[config.mk]
export PLATFORM = sky130hd
export DESIGN_NAME = ex_mem_stage_reg_flat
export DESIGN_NICKNAME = d
export VERILOG_FILES = /design/src/rtl/ex_mem_stage_reg_pkg.sv /design/src/rtl/ex_mem_stage_reg_if.sv /design/src/rtl/ex_mem_stage_reg_skid_buf.sv /design/src/rtl/ex_mem_stage_reg.sv /design/src/flat_wrapper.sv
export SDC_FILE = /design/constraint.sdc
export NUM_CORES = 1
export LEC_CHECK = 0
export ABC_CLOCK_PERIOD_IN_PS = 2200
export CAP_MARGIN = 5
export CORE_MARGIN = 2
export CORE_UTILIZATION = 45
export CTS_CLUSTER_SIZE = 14
export DETAILED_ROUTE_END_ITERATION = 8
export PLACE_DENSITY = 0.79
export SLEW_MARGIN = 20
export SYNTH_ARGS = -nofsm -noshare
export SYNTH_HDL_FRONTEND = slang
export SYNTH_SLANG_ARGS = --single-unit
[constraint.sdc]
create_clock -name clk -period 2.2 [get_ports clk]
set_input_delay 0.66 -clock clk [delete_from_list [all_inputs] [get_ports clk]]
set_output_delay 0.66 -clock clk [all_outputs]
set_load 0.03 [all_outputs]
[src/rtl/ex_mem_stage_reg_pkg.sv]
// ex_mem_stage_reg_pkg: shared pipeline defaults and MEM/WB control bit positions.
package ex_mem_stage_reg_pkg;
    localparam int XLEN_DEF       = 64;
    localparam int RADDR_W_DEF    = 5;
    localparam int CTRL_W_DEF     = 4;
    localparam int CTRL_REG_WRITE = 0;
    localparam int CTRL_MEM_WRITE = 1;
    localparam int CTRL_MEM_READ  = 2;
    localparam int CTRL_MEM_TO_REG = 3;

    // Payload is {br_target, alu, store, instr, rd, ctrl, pc_src}.
    function automatic int payload_w(input int xlen, input int raddr_w, input int ctrl_w);
        return 4 * xlen + raddr_w + ctrl_w + 1;
    endfunction
endpackage

[src/rtl/ex_mem_stage_reg_if.sv]
// ex_mem_stage_reg_if: EX->MEM handshake bus; master is the EX/MEM side, slave the stage.
interface ex_mem_stage_reg_if
    import ex_mem_stage_reg_pkg::*;
#(
    parameter int XLEN    = XLEN_DEF,
    parameter int RADDR_W = RADDR_W_DEF,
    parameter int CTRL_W  = CTRL_W_DEF
);
    logic               flush;
    logic               in_valid;
    logic               in_ready;
    logic [XLEN-1:0]    in_br_target;
    logic [XLEN-1:0]    in_alu_result;
    logic [XLEN-1:0]    in_store_data;
    logic [XLEN-1:0]    in_instr;
    logic [RADDR_W-1:0] in_rd;
    logic [CTRL_W-1:0]  in_ctrl;
    logic               in_branch;
    logic               in_zero;
    logic               out_valid;
    logic               out_ready;
    logic [XLEN-1:0]    out_br_target;
    logic               out_pc_src;
    logic [XLEN-1:0]    out_mem_addr;
    logic [XLEN-1:0]    out_write_data;
    logic [XLEN-1:0]    out_instr;
    logic [RADDR_W-1:0] out_rd;
    logic [CTRL_W-1:0]  out_ctrl;

    modport master (
        output flush, in_valid, in_br_target, in_alu_result, in_store_data, in_instr,
               in_rd, in_ctrl, in_branch, in_zero, out_ready,
        input  in_ready, out_valid, out_br_target, out_pc_src, out_mem_addr,
               out_write_data, out_instr, out_rd, out_ctrl
    );
    modport slave (
        input  flush, in_valid, in_br_target, in_alu_result, in_store_data, in_instr,
               in_rd, in_ctrl, in_branch, in_zero, out_ready,
        output in_ready, out_valid, out_br_target, out_pc_src, out_mem_addr,
               out_write_data, out_instr, out_rd, out_ctrl
    );
endinterface

[src/rtl/ex_mem_stage_reg_skid_buf.sv]
// pipe_skid_buf: generic 2-entry valid/ready skid buffer (main + skid) with flush.
module pipe_skid_buf #(
    parameter int W = 8
) (
    input  logic         clk,
    input  logic         reset,
    input  logic         flush,
    input  logic         in_valid,
    output logic         in_ready,
    input  logic [W-1:0] in_data,
    output logic         out_valid,
    input  logic         out_ready,
    output logic [W-1:0] out_data
);
    logic [W-1:0] main_q, main_d, skid_q, skid_d;
    logic         main_v_q, main_v_d, skid_v_q, skid_v_d;
    logic         accept, pop;

    // skid_v_q is a flop, so in_ready never depends combinationally on out_ready.
    assign in_ready  = ~skid_v_q;
    assign out_valid = main_v_q;
    assign out_data  = main_q;
    assign accept    = in_valid & in_ready;
    assign pop       = main_v_q & out_ready;

    always_comb begin
        main_d   = main_q;
        main_v_d = main_v_q;
        skid_d   = skid_q;
        skid_v_d = skid_v_q;
        if (pop && skid_v_q) begin
            main_d   = skid_q;
            skid_v_d = 1'b0;
        end else if (pop || !main_v_q) begin
            main_v_d = accept;
            main_d   = accept ? in_data : main_q;
        end else if (accept) begin
            skid_d   = in_data;
            skid_v_d = 1'b1;
        end
        if (flush) begin
            main_v_d = 1'b0;
            skid_v_d = 1'b0;
        end
    end

    always_ff @(posedge clk) begin
        if (reset) begin
            main_q   <= '0;
            skid_q   <= '0;
            main_v_q <= 1'b0;
            skid_v_q <= 1'b0;
        end else begin
            main_q   <= main_d;
            skid_q   <= skid_d;
            main_v_q <= main_v_d;
            skid_v_q <= skid_v_d;
        end
    end
endmodule

[src/rtl/ex_mem_stage_reg.sv]
// ex_mem_stage_reg: EX->MEM pipeline register with skid buffer, flush, branch resolve
// and write-enable qualification (no writes for bubbles or to x0).
module ex_mem_stage_reg
    import ex_mem_stage_reg_pkg::*;
#(
    parameter int XLEN    = XLEN_DEF,
    parameter int RADDR_W = RADDR_W_DEF,
    parameter int CTRL_W  = CTRL_W_DEF
) (
    input logic               clk,
    input logic               reset,
    ex_mem_stage_reg_if.slave bus
);
    localparam int W = payload_w(XLEN, RADDR_W, CTRL_W);

    logic [CTRL_W-1:0] ctrl_m, ctrl_r;
    logic [W-1:0]      pay_in, pay_out;
    logic              pc_r, out_valid;

    always_comb begin
        ctrl_m = bus.in_ctrl;
        ctrl_m[CTRL_REG_WRITE] = bus.in_ctrl[CTRL_REG_WRITE] & (bus.in_rd != '0);
    end

    assign pay_in = {bus.in_br_target, bus.in_alu_result, bus.in_store_data, bus.in_instr,
                     bus.in_rd, ctrl_m, bus.in_branch & bus.in_zero};
    assign {bus.out_br_target, bus.out_mem_addr, bus.out_write_data, bus.out_instr,
            bus.out_rd, ctrl_r, pc_r} = pay_out;

    // Only control is gated: data outputs may show stale values under a bubble.
    assign bus.out_valid  = out_valid;
    assign bus.out_pc_src = out_valid & pc_r;
    assign bus.out_ctrl   = out_valid ? ctrl_r : '0;

    pipe_skid_buf #(.W(W)) u_skid (
        .clk       (clk),
        .reset     (reset),
        .flush     (bus.flush),
        .in_valid  (bus.in_valid),
        .in_ready  (bus.in_ready),
        .in_data   (pay_in),
        .out_valid (out_valid),
        .out_ready (bus.out_ready),
        .out_data  (pay_out)
    );
endmodule

[src/flat_wrapper.sv]
// flat-port wrapper written by rule: the top's interface ports become plain ports
module ex_mem_stage_reg_flat import ex_mem_stage_reg_pkg::*;
#(
    parameter int XLEN    = XLEN_DEF,
    parameter int RADDR_W = RADDR_W_DEF,
    parameter int CTRL_W  = CTRL_W_DEF
)
  (clk, reset, bus_flush, bus_in_valid, bus_in_br_target, bus_in_alu_result, bus_in_store_data, bus_in_instr, bus_in_rd, bus_in_ctrl, bus_in_branch, bus_in_zero, bus_out_ready, bus_in_ready, bus_out_valid, bus_out_br_target, bus_out_pc_src, bus_out_mem_addr, bus_out_write_data, bus_out_instr, bus_out_rd, bus_out_ctrl);
  ex_mem_stage_reg_if #(.XLEN(XLEN), .RADDR_W(RADDR_W), .CTRL_W(CTRL_W)) bus_i ();
  input logic clk;
  input logic reset;
  input wire logic [$bits(bus_i.flush)-1:0] bus_flush;
  input wire logic [$bits(bus_i.in_valid)-1:0] bus_in_valid;
  input wire logic [$bits(bus_i.in_br_target)-1:0] bus_in_br_target;
  input wire logic [$bits(bus_i.in_alu_result)-1:0] bus_in_alu_result;
  input wire logic [$bits(bus_i.in_store_data)-1:0] bus_in_store_data;
  input wire logic [$bits(bus_i.in_instr)-1:0] bus_in_instr;
  input wire logic [$bits(bus_i.in_rd)-1:0] bus_in_rd;
  input wire logic [$bits(bus_i.in_ctrl)-1:0] bus_in_ctrl;
  input wire logic [$bits(bus_i.in_branch)-1:0] bus_in_branch;
  input wire logic [$bits(bus_i.in_zero)-1:0] bus_in_zero;
  input wire logic [$bits(bus_i.out_ready)-1:0] bus_out_ready;
  output wire logic [$bits(bus_i.in_ready)-1:0] bus_in_ready;
  output wire logic [$bits(bus_i.out_valid)-1:0] bus_out_valid;
  output wire logic [$bits(bus_i.out_br_target)-1:0] bus_out_br_target;
  output wire logic [$bits(bus_i.out_pc_src)-1:0] bus_out_pc_src;
  output wire logic [$bits(bus_i.out_mem_addr)-1:0] bus_out_mem_addr;
  output wire logic [$bits(bus_i.out_write_data)-1:0] bus_out_write_data;
  output wire logic [$bits(bus_i.out_instr)-1:0] bus_out_instr;
  output wire logic [$bits(bus_i.out_rd)-1:0] bus_out_rd;
  output wire logic [$bits(bus_i.out_ctrl)-1:0] bus_out_ctrl;
  assign bus_i.flush = bus_flush;
  assign bus_i.in_valid = bus_in_valid;
  assign bus_i.in_br_target = bus_in_br_target;
  assign bus_i.in_alu_result = bus_in_alu_result;
  assign bus_i.in_store_data = bus_in_store_data;
  assign bus_i.in_instr = bus_in_instr;
  assign bus_i.in_rd = bus_in_rd;
  assign bus_i.in_ctrl = bus_in_ctrl;
  assign bus_i.in_branch = bus_in_branch;
  assign bus_i.in_zero = bus_in_zero;
  assign bus_i.out_ready = bus_out_ready;
  assign bus_in_ready = bus_i.in_ready;
  assign bus_out_valid = bus_i.out_valid;
  assign bus_out_br_target = bus_i.out_br_target;
  assign bus_out_pc_src = bus_i.out_pc_src;
  assign bus_out_mem_addr = bus_i.out_mem_addr;
  assign bus_out_write_data = bus_i.out_write_data;
  assign bus_out_instr = bus_i.out_instr;
  assign bus_out_rd = bus_i.out_rd;
  assign bus_out_ctrl = bus_i.out_ctrl;
  ex_mem_stage_reg #(.XLEN(XLEN), .RADDR_W(RADDR_W), .CTRL_W(CTRL_W)) u_core (.clk(clk), .reset(reset), .bus(bus_i));
endmodule
## Word-level counts from Yosys, hierarchy flattened

Index checks and enable logic that the tools add are counted.

| storage, ports and cells | value |
|---|---|
| flip-flop bits (word level) | 534 |
| input port bits | 272 |

| cells by class | value |
|---|---|
| muxes and demuxes | 4 |
| bitwise gates (word level) | 8 |
| reduce and logical (&&, ||, !) cells | 12 |

Operators with widths:

| operator | count |
|---|---|
| 2-to-1 mux 266 bit | 3 |
| AND reduction 2 bit | 3 |
| bitwise AND 1 bit | 5 |
| nonzero test 5 bit | 1 |
| 2-to-1 mux 4 bit | 1 |
| nonzero test 2 bit | 2 |
| inverter 1 bit | 3 |
| AND reduction 3 bit | 1 |
| OR reduction 3 bit | 1 |
| OR reduction 2 bit | 1 |
| logical AND 1 bit | 1 |
| zero test 1 bit | 1 |
| logical OR 1 bit | 1 |

## Logic depth before layout (Yosys ltp)

Gate-level depths: netlist of run 1.

| depth | value |
|---|---|
| depth after elaboration | 5 |
| mapped depth | 7 |
| gate-level depth less buffers | 3 |

## Hierarchy

A second synthesis of run 1 with hierarchy kept.

| unflattened totals | value |
|---|---|
| cell total of the unflattened synthesis | 2360 |
| area total of the unflattened synthesis | 20691.1 um2 |

By module, submodules not included:

| module | times used | cells each | area an instance (um2) |
|---|---|---|---|
| pipe_skid_buf | 1 | 2352 | 20638.5 |
| ex_mem_stage_reg | 1 | 8 | 52.6 |

## Least setup slack after synthesis of run 1

No wires, ideal clock.

| path | value |
|---|---|
| kind | input to register |
| from | in bus_out_ready |
| to | reg u_core.u_skid.main_q[163] (netlist: u_core.u_skid.out_data[163]) |
| library setup time | 0.081 ns |
| data arrival time | 1.703 ns |
| path slack | 0.416 ns |
| stages | 6 |
| cells stage by stage | nor2b_1 -> clkbuf_1 -> buf_2 -> clkbuf_1 -> o32ai_1 -> a211oi_2 |

| between the ends | value |
|---|---|
| longest elaborated chain between the ends | 4 |

RTL lines:

| element | RTL line | RTL |
|---|---|---|
| start: declaration | flat_wrapper.sv:22 | `input wire logic [$bits(bus_i.out_ready)-1:0] bus_out_ready;` |
| bitwise AND 1 bit * | ex_mem_stage_reg_skid_buf.sv:24 | `assign pop = main_v_q & out_ready;` |
| logical AND 1 bit / logical OR 1 bit (equally long branches) | ex_mem_stage_reg_skid_buf.sv:31, ex_mem_stage_reg_skid_buf.sv:34 |  |
| nonzero test 2 bit (no line) | -- |  |
| AND reduction 2 bit (no line) | -- |  |
| end signal: assignment | ex_mem_stage_reg_skid_buf.sv:54 | `main_q <= main_d;` |
| end: declaration | ex_mem_stage_reg_skid_buf.sv:15 | `logic [W-1:0] main_q, main_d, skid_q, skid_d;` |

Every way passes the cells marked *; elsewhere a longest branch is shown, timed or not.
A chain may end at the register's enable or synchronous reset.

## Worst setup path in the final report of run 1

| path | value |
|---|---|
| from | reg u_core.u_skid.main_v_q (netlist: u_core.u_skid.out_valid) |
| to | out bus_out_ctrl[1] |

| between the ends | value |
|---|---|
| longest elaborated chain between the ends | 1 |

RTL lines:

| element | RTL line | RTL |
|---|---|---|
| start: declaration | ex_mem_stage_reg_skid_buf.sv:16 | `logic main_v_q, main_v_d, skid_v_q, skid_v_d;` |
| start signal: assignment | ex_mem_stage_reg_skid_buf.sv:56 | `main_v_q <= main_v_d;` |
| 2-to-1 mux 4 bit | ex_mem_stage_reg.sv:33 | `assign bus.out_ctrl = out_valid ? ctrl_r : '0;` |
| end: declaration | flat_wrapper.sv:31 | `output wire logic [$bits(bus_i.out_ctrl)-1:0] bus_out_ctrl;` |

Every way passes these cells.

==> results of run 1 <==
-- through the flow --
stage | instances | power [mW] | utilization, % | setup TNS [ns] | hold slack (ns)
CTS | 3625 | 23.5 | 58.0 | 0 | 0.456
finish | 3636 | 23.4 | 58.1 | 0 | 0.456
floorplan | 2651 | 13.2 | - | 0 | 0.434
detailed placement | 3529 | 14.5 | 55.2 | -88.72 | 0.446
global placement | 3529 | 14.5 | 55.2 | -75.08 | 0.441
global route | 3633 | 24.1 | 58.1 | 0 | 0.474
-- synth_stat cells --
master	instances	area share (%)
sky130_fd_sc_hd__nand2b_1	1	0.026
sky130_fd_sc_hd__a21oi_1	266	5.6
sky130_fd_sc_hd__a2111oi_0	1	0.037
sky130_fd_sc_hd__o32ai_1	264	9.7
sky130_fd_sc_hd__nand4bb_1	1	0.047
sky130_fd_sc_hd__buf_2	58	1.2
sky130_fd_sc_hd__nand2_1	531	8.4
sky130_fd_sc_hd__a211oi_2	240	13
sky130_fd_sc_hd__o211ai_1	2	0.063
sky130_fd_sc_hd__or4_1	1	0.031
sky130_fd_sc_hd__and2_1	5	0.13
sky130_fd_sc_hd__o21ai_0	1	0.021
sky130_fd_sc_hd__buf_1	7	0.11
sky130_fd_sc_hd__buf_6	28	1.3
sky130_fd_sc_hd__a21o_1	1	0.031
sky130_fd_sc_hd__buf_4	266	8.4
sky130_fd_sc_hd__a221oi_1	4	0.15
sky130_fd_sc_hd__nand3_1	2	0.042
sky130_fd_sc_hd__and3_1	1	0.026
sky130_fd_sc_hd__a211oi_1	25	0.79
sky130_fd_sc_hd__and4bb_2	1	0.052
sky130_fd_sc_hd__inv_1	268	4.2
sky130_fd_sc_hd__dfxtp_1	534	45
sky130_fd_sc_hd__nand3_2	1	0.042
sky130_fd_sc_hd__nor2b_1	1	0.026
sky130_fd_sc_hd__clkbuf_1	141	2.2
-- what timing repair did --
item | in CTS | in global routing
resized for setup | 262 | 4
setup endpoints to repair | 261 | 2
gates cloned | 0 | 0
endpoints found under the hold margin | 0 | 0
setup buffers | 0 | 0
-- layer usage --
layer	vias up	global-route usage [%]	routed length (um)
met3	243	5.41	5540
met4	8	12.8	3790
li1	9440	-	-
met5	-	0	54
met1	9765	29.7	27400
met2	968	40.8	34100
-- placed cells by master, fill, tap and decap left out, types with 2 or more instances in the layout --
cell                              instances
sky130_fd_sc_hd__dfxtp_1                532
sky130_fd_sc_hd__nand2_1                531
sky130_fd_sc_hd__clkdlybuf4s50_1        270
sky130_fd_sc_hd__inv_1                  268
sky130_fd_sc_hd__a21oi_1                266
sky130_fd_sc_hd__o32ai_1                264
sky130_fd_sc_hd__dlygate4sd2_1          257
sky130_fd_sc_hd__a211oi_2               240
sky130_fd_sc_hd__buf_4                   91
sky130_fd_sc_hd__buf_12                  68
sky130_fd_sc_hd__clkbuf_16               55
sky130_fd_sc_hd__a211oi_1                25
sky130_fd_sc_hd__clkbuf_1                16
sky130_fd_sc_hd__diode_2                 11
sky130_fd_sc_hd__clkbuf_8                 9
sky130_fd_sc_hd__clkinv_2                 6
sky130_fd_sc_hd__bufinv_16                5
sky130_fd_sc_hd__and2_1                   4
sky130_fd_sc_hd__a221oi_1                 4
sky130_fd_sc_hd__clkinvlp_4               4
sky130_fd_sc_hd__o211ai_1                 2
sky130_fd_sc_hd__nand3_1                  2
sky130_fd_sc_hd__buf_6                    2
-- worst reg2reg max path: cells and delay by family (launching register included) --
| kind | cells | cell delay [ns] |
|---|---|---|
| buffers and inverters | 2 | 0.44 |
| AO/OA/AOI/OAI | 2 | 0.51 |
| flip-flops | 1 | 0.37 |
| AND/OR/NAND/NOR | 1 | 0.19 |
-- final timing paths --
path	startpoint	to	slack, ns	cells after the start
max	u_core.u_skid.out_valid	bus_out_ctrl[1]	0.08	3
min	u_core.u_skid.skid_q[11]	u_core.u_skid.skid_q[11]	0.46	2
max reg2reg	u_core.u_skid.skid_v_q	u_core.u_skid.out_data[168]	0.55	5
min reg2reg	u_core.u_skid.skid_q[11]	u_core.u_skid.skid_q[11]	0.46	2
-- flip-flops by register name (all words and copies together), names as in the netlist --
register,flops
u_core.u_skid.out_data,266
u_core.u_skid.skid_q,266
u_core.u_skid.out_valid,1
u_core.u_skid.skid_v_q,1
-- area by class of cell --
cell class	instances	area, um2	share of cell area, %
diodes	11	27.5	0.0904
clock buffers	80	1560	5.12
clock inverters	16	219	0.719
inverters	268	1010	3.30
multi-input cells	1349	9050	29.7
flip-flops and latches	534	10700	35.1
well taps	688	861	2.83
repair buffers	690	7040	23.1
-- logic make-up after synthesis --
| kind of cell | after synthesis | share of synthesized area, % |
|---|---|---|
| compound gates | 804 | 28.9 |
| flops | 534 | 44.8 |
| buf+inv | 768 | 17.5 |
| simple gates | 545 | 8.78 |
-- power breakdown --
group	switching, mW	total [mW]	internal [mW]
Sequential	0.256	10.4	10.1
Combinational	2.19	3.72	1.53
Clock	3.81	9.28	5.47
==> results.md, run 1 <==
* Status: complete, no violations
* Fillers at 4352
* Clock Pin Slew Worst Setup and Hold Paths at 0.06 ns
* Max-slew headroom at the worst pin at 66.7%
* Antenna-violating nets left at 0
* Chip Width at 234 um
* Worst-case clock buffer depth at 3
* Share of the clock period used by the worst path after layout at 96.3%
* Type of destination of the critical path: primary output
* Placer congestion estimate at 0.873
* Maximum frequency from static timing analysis at 0.472 GHz
* Period minus WS final at 2.12 ns
* Area added between synthesis and finish at 27.7%
* Critical Path RT at 1.54 ns
* Buf/Inv on CP at 2
* Netlist area before placement at 23900 um2
* Max Slew Vio Count at 0
* Kind of cell adding the most delay to the critical path: flip-flops
* Data arrival at the endpoint of the critical path at 1.46 ns
* Synthesized netlist net count at 2923
* Detailed-route wire length per cell at 19.5 um
* DR pass1 iterations at 5
* Number of distinct library cell variants in the gate-level netlist after synthesis at 26
* Number of sinks handled by clock tree synthesis at 534
* Slew at the pin closest to its max-slew limit at 0.499 ns
* Number of rows in the core area at 84
* Total vias in the final route at 20424
* Leakage power at 11.5 nW
* Power per cell area at 768 nW/um2
* Number of buffers inserted by port buffering at 539
* Root buffer selected by CTS: sky130_fd_sc_hd__clkbuf_16
* Setup violation total in the final timing report at 0
* Type of origin of the critical path: flop
* Core region area at 52400 um2
* Synthesis-stage register bit count at 534
* Source-to-sink clock delay at the later pin of the worst-skew pair at 0.59 ns
* DRC errors left at 0
* Die height at 234 um
* Post-synthesis cell count at 2651
* Wire length of the first global-routing pass at 108 mm
* Number of global-route vias before repair at 19848
* Max Cap Viol at 0
* Number of levels in the clock H-tree at 2
* Clock tree from TritonCTS: built
* Maximum resistive drop on vdd at 0.692 mV
* Worst Setup Slack, final at 0.0810 ns
* Die outline area at 54900 um2
* Slowest-stage cell, CP: sky130_fd_sc_hd__dfxtp_4
* Overall routing resource usage at 24.5%
* Series of cell instances along the critical path: buf_6, and2_1, buf_12
* Yosys Warn Count at 0
* Hold_buf cts at 0
* Overflow left after global routing at 0
* Sequential share of the synthesized area at 44.8%
* Crit Path Max Fanout at 8
* Number of buffers created by CTS at 54
* Hold WC Path Type: reg2reg
* Final std cell area, no fill at 30500 um2
* Setup WS pre-CTS at -0.264 ns
* Instance area after placement at 29000 um2
* Critical path start-end classification: reg2out
* Initial cell density of the core at 45.5%
* Setup repair after global routing missed its margin: false
* Number of nets at the end of the flow at 3169
* Number of design-rule violations left by the first detailed-router iteration at 1627
* Fraction of final layout cells sized beyond drive strength 1 at 16.8%
* Pin count of the biggest net entering global routing at 67
* Detailed Place HPWL at 49.8 mm
* Top Ports at 540
* Total Wirelength at 70.9 mm
* Clock tree skew after final layout at 0.0143 ns
* Final count of hold timing violations at 0
* Initial antenna violation count at 13
* Average footprint of a synthesized cell at 9.00 um2
* Detail-routed via count per cell at 5.62
* Delay of the slowest critical-path stage at 0.39 ns
No activity file was read; power rests on OpenSTA's default activity.
==> inputs of run 2 (changes only) <==
PLACE_DENSITY = 0.81   (was 0.79)
SYNTH_HIERARCHICAL = 1   (was unset)
==> results.md, run 2 <==
* Number of levels in the clock H-tree at 2 (unchanged)
* Die height at 218 um (-6.7%)
* Hold_buf cts at 0 (unchanged)
* Antenna-violating nets left at 0 (unchanged)
* Number of buffers created by CTS at 53 (-1.9%)
* Area fraction in compound gates after synthesis at 27.6% (-1.4 points)
* Number of sinks handled by clock tree synthesis at 534 (unchanged)
* Reg-to-reg startpoint: u_core/u_skid/out_valid
* DR pass1 iterations at 8 (+3)
* Simple-gate portion of the synthesized area at 10.1% (+1.3 points)
* Fraction of final layout cells sized beyond drive strength 1 at 8.80% (-8.0 points)
* Max Slew Vio Count at 0 (unchanged)
* Setup repair bufs after CTS at 0 (unchanged)
* Overflow left after global routing at 0 (unchanged)
* Power per cell area at 800 nW/um2 (+4.3%)
* Fraction of synthesized area in multiplexers at 0% (unchanged)
* Combinational family with the most area after synthesis: compound AO/OA/AOI/OAI gates
* Most used cells in the layout excluding fill and tap cells: sky130_fd_sc_hd__a21oi_1, sky130_fd_sc_hd__nand2_1, sky130_fd_sc_hd__dfxtp_1, sky130_fd_sc_hd__clkdlybuf4s50_1, sky130_fd_sc_hd__inv_1
* Clock tree skew after final layout at 0.0188 ns (+0.00444 ns)
* Number of cells on the worst reg-to-reg path at 6 (+1)
* Critical path start-end classification: reg2out
* Capture point of the critical path: bus_out_ctrl[2]
* Instance area after placement at 27300 um2 (-5.6%)
* Detailed Place HPWL at 45.7 mm (-8.3%)
* Clock Pin Slew Worst Setup and Hold Paths at 0.06 ns (about the same)
* Crit Path Max Fanout at 2 (-6)
* Overall routing resource usage at 26.2% (+1.6 points)
* Number of rows in the core area at 78 (-7.1%)
* Total vias in the final route at 19478 (-4.6%)
* Slew at the pin closest to its max-slew limit at 0.442 ns (-0.0571 ns)
* R2r endpoint: u_core/u_skid/skid_q[194]
* Placer congestion estimate at 0.880 (+0.83%)
* Critical Path RT at 1.54 ns (about the same)
* Synth Area in XOR/XNOR at 0% (unchanged)
* Slowest-stage cell, CP: sky130_fd_sc_hd__dfxtp_1
* Number of global-route vias before repair at 19081 (-3.9%)
* Synthesis-stage register bit count at 534 (unchanged)
* Maximum resistive drop on vdd at 0.949 mV (+37%)
* Maximum frequency from static timing analysis at 0.477 GHz (+1.0%)
* Top Ports at 540 (unchanged)
* Max-slew headroom at the worst pin at 70.6% (+3.9 points)
* Average footprint of a synthesized cell at 8.77 um2 (-2.6%)
* Cell accounting for the most synthesized area: sky130_fd_sc_hd__dfxtp_1
* Detailed-route wire length per cell at 18.7 um (-4.3%)
* Max Cap Viol at 0 (unchanged)
* Cell Count, Final, Fillers Out at 3511 (-3.4%)
* Final count of hold timing violations at 0 (unchanged)
* Synthesized netlist net count at 2632 (-10%)
* Initial cell density of the core at 45.6% (+0.11 points)
* Worst-case clock buffer depth at 3 (unchanged)
* Asr flop ratio synth at 0% (unchanged)
* Clock tree from TritonCTS: built
* Detail-routed via count per cell at 5.55 (-1.2%)
* DRC errors left at 1 (+1)
* Number of gates resized after cts at 272 (+3.8%)
* Chip Width at 218 um (-6.7%)
* Status: finished, violations left
* Pin count of the biggest net entering global routing at 93 (+39%)
* Core region area at 45400 um2 (-13%)
* Initial antenna violation count at 2 (-11)
* Post-synth EDFFs at 0 (unchanged)
* Data arrival at the endpoint of the critical path at 1.44 ns (-0.02 ns)
* Leakage power at 11.0 nW (-4.5%)
* Total Wirelength at 65.5 mm (-7.6%)
* Source-to-sink clock delay at the later pin of the worst-skew pair at 0.58 ns (about the same)
* Most common cell after layout, fill and taps aside: sky130_fd_sc_hd__a21oi_1
* Series of cell instances along the critical path: and2_1, clkdlybuf4s15_2
* Util after Layout at 63.5% (+5.4 points)
* Post-synthesis cell count at 2360 (-11%)
* Crit. Startpoint: u_core/u_skid/out_data[3]
* Number of nets at the end of the flow at 3144 (-0.79%)
* Area added between synthesis and finish at 39.3%
* Setup repair after global routing missed its margin: false
* Delay of the slowest critical-path stage at 0.41 ns (+0.02 ns)
* Sequential share of the synthesized area at 51.7% (+6.9 points)
* Total placed cells including tap cells at 3417 (-3.2%)
* Period minus WS final at 2.10 ns (-0.0209 ns)
* Netlist area before placement at 20700 um2 (-13%)
* Share of the clock period used by the worst path after layout at 95.4% (-0.95 points)
* Final std cell area, no fill at 28800 um2 (-5.4%)
* Hold WC Path Type: in2reg
* Hold Startpoint: reset
* Adder-cell share of the synthesized area at 0% (unchanged)
* Root buffer selected by CTS: sky130_fd_sc_hd__clkbuf_16
* Most used flip-flop cell after synthesis: sky130_fd_sc_hd__dfxtp_1
* Commonest cells post-synth: sky130_fd_sc_hd__a21oi_1, sky130_fd_sc_hd__dfxtp_1, sky130_fd_sc_hd__nand2_1
* Setup violation total in the final timing report at 0 (unchanged)
* Type of origin of the critical path: flop
* Type of destination of the critical path: primary output
* R2r setup slk at 0.54 ns (about the same)
* Number of distinct library cell variants in the gate-level netlist after synthesis at 24 (-7.7%)
* Number of design-rule violations left by the first detailed-router iteration at 1796 (+10%)
* Die outline area at 47700 um2 (-13%)
* Yosys Warn Count at 6 (+6)
* Number of buffers inserted by port buffering at 539 (unchanged)
* Share of Yosys cell area claimed by the top area cell type at 51.7% (+6.9 points)
* Main area contributors after synthesis: sky130_fd_sc_hd__dfxtp_1, sky130_fd_sc_hd__o221a_1, sky130_fd_sc_hd__a21oi_1, sky130_fd_sc_hd__nand2_1, sky130_fd_sc_hd__inv_1
* Violations in the final reports: DRC
* Minimum hold slack at 0.450 ns (-0.00623 ns)
* Wire length of the first global-routing pass at 101 mm (-6.4%)
==> run 2: changes by cell type in the layout (fill, tap and decap cells not counted), sizes merged, moves of 3 or more <==
cell and delta:
a221oi -4, a21oi +268, o221a +266, clkbuf -13
a211oi -265, nand3 -3, clkdlybuf4s15 +3, clkinv +5
o32ai -264, dlygate4sd2 +5, diode -9, buf -32
==> run 2: power by group <==
part / internal [mW] / leakage [nW] / switching, mW
clock: 5.60 / 0.890 / 3.81
combinational: 1.40 / 5.73 / 1.86
sequential: 10.1 / 4.38 / 0.281
total: 17.1 / 11.0 / 5.95
==> run 2: worst max-delay path, delay by kind of cell, from the launching register on <==
kind / cells / cell delay (ns)
DFF: 1 / 0.41
buffers and inverters: 1 / 0.30
and+or+nand+nor: 1 / 0.16
==> run 2: routing by layer <==
metal / GRT usage [%] / up-vias / share of wire, %
met5: 0 / - / 0
met4: 14.6 / 0 / 5.5
met3: 4.76 / 218 / 7.7
met2: 43.2 / 997 / 48
met1: 32.1 / 9182 / 39
li1: - / 9081 / -
==> run 2: stage by stage <==
stage	setup WS (ns)	power [mW]	setup TNS, ns
global route	0.0282	23.8	0
finish	0.102	23.1	0
detailed placement	-0.198	14.1	-54.34
floorplan	0.467	12.3	0
CTS	0.00589	23.2	0
global placement	-0.120	14.0	-23.43
==> run 2: final cells by class <==
cell class,instances,area (um2)
Fill cell,3566,16500
Sequential cell,534,10700
Multi-Input combinational cell,1350,7850
Timing Repair Buffer,665,6720
Clock buffer,68,1490
Inverter,268,1010
Tap cell,600,751
Clock inverter,24,319
Antenna cell,2,5.00
==> run 2: cell families after synthesis <==
group                  Yosys count
AO/OA/AOI/OAI                  804
buffers and inverters          476
AND/OR/NAND/NOR                546
flip-flops                     534
==> run 2: worst min-delay path by stage <==
stage	to	slack (ns)	cells past startpoint
after floorplan	u_core/u_skid/skid_q[0]	0.44	2
after global placement	u_core/u_skid/skid_q[253]	0.44	2
after detailed placement	u_core/u_skid/skid_q[2]	0.45	2
after CTS	u_core/u_skid/skid_q[155]	0.42	2
after global routing	u_core/u_skid/skid_q[122]	0.43	2
final	u_core/u_skid/skid_q[155]	0.45	2
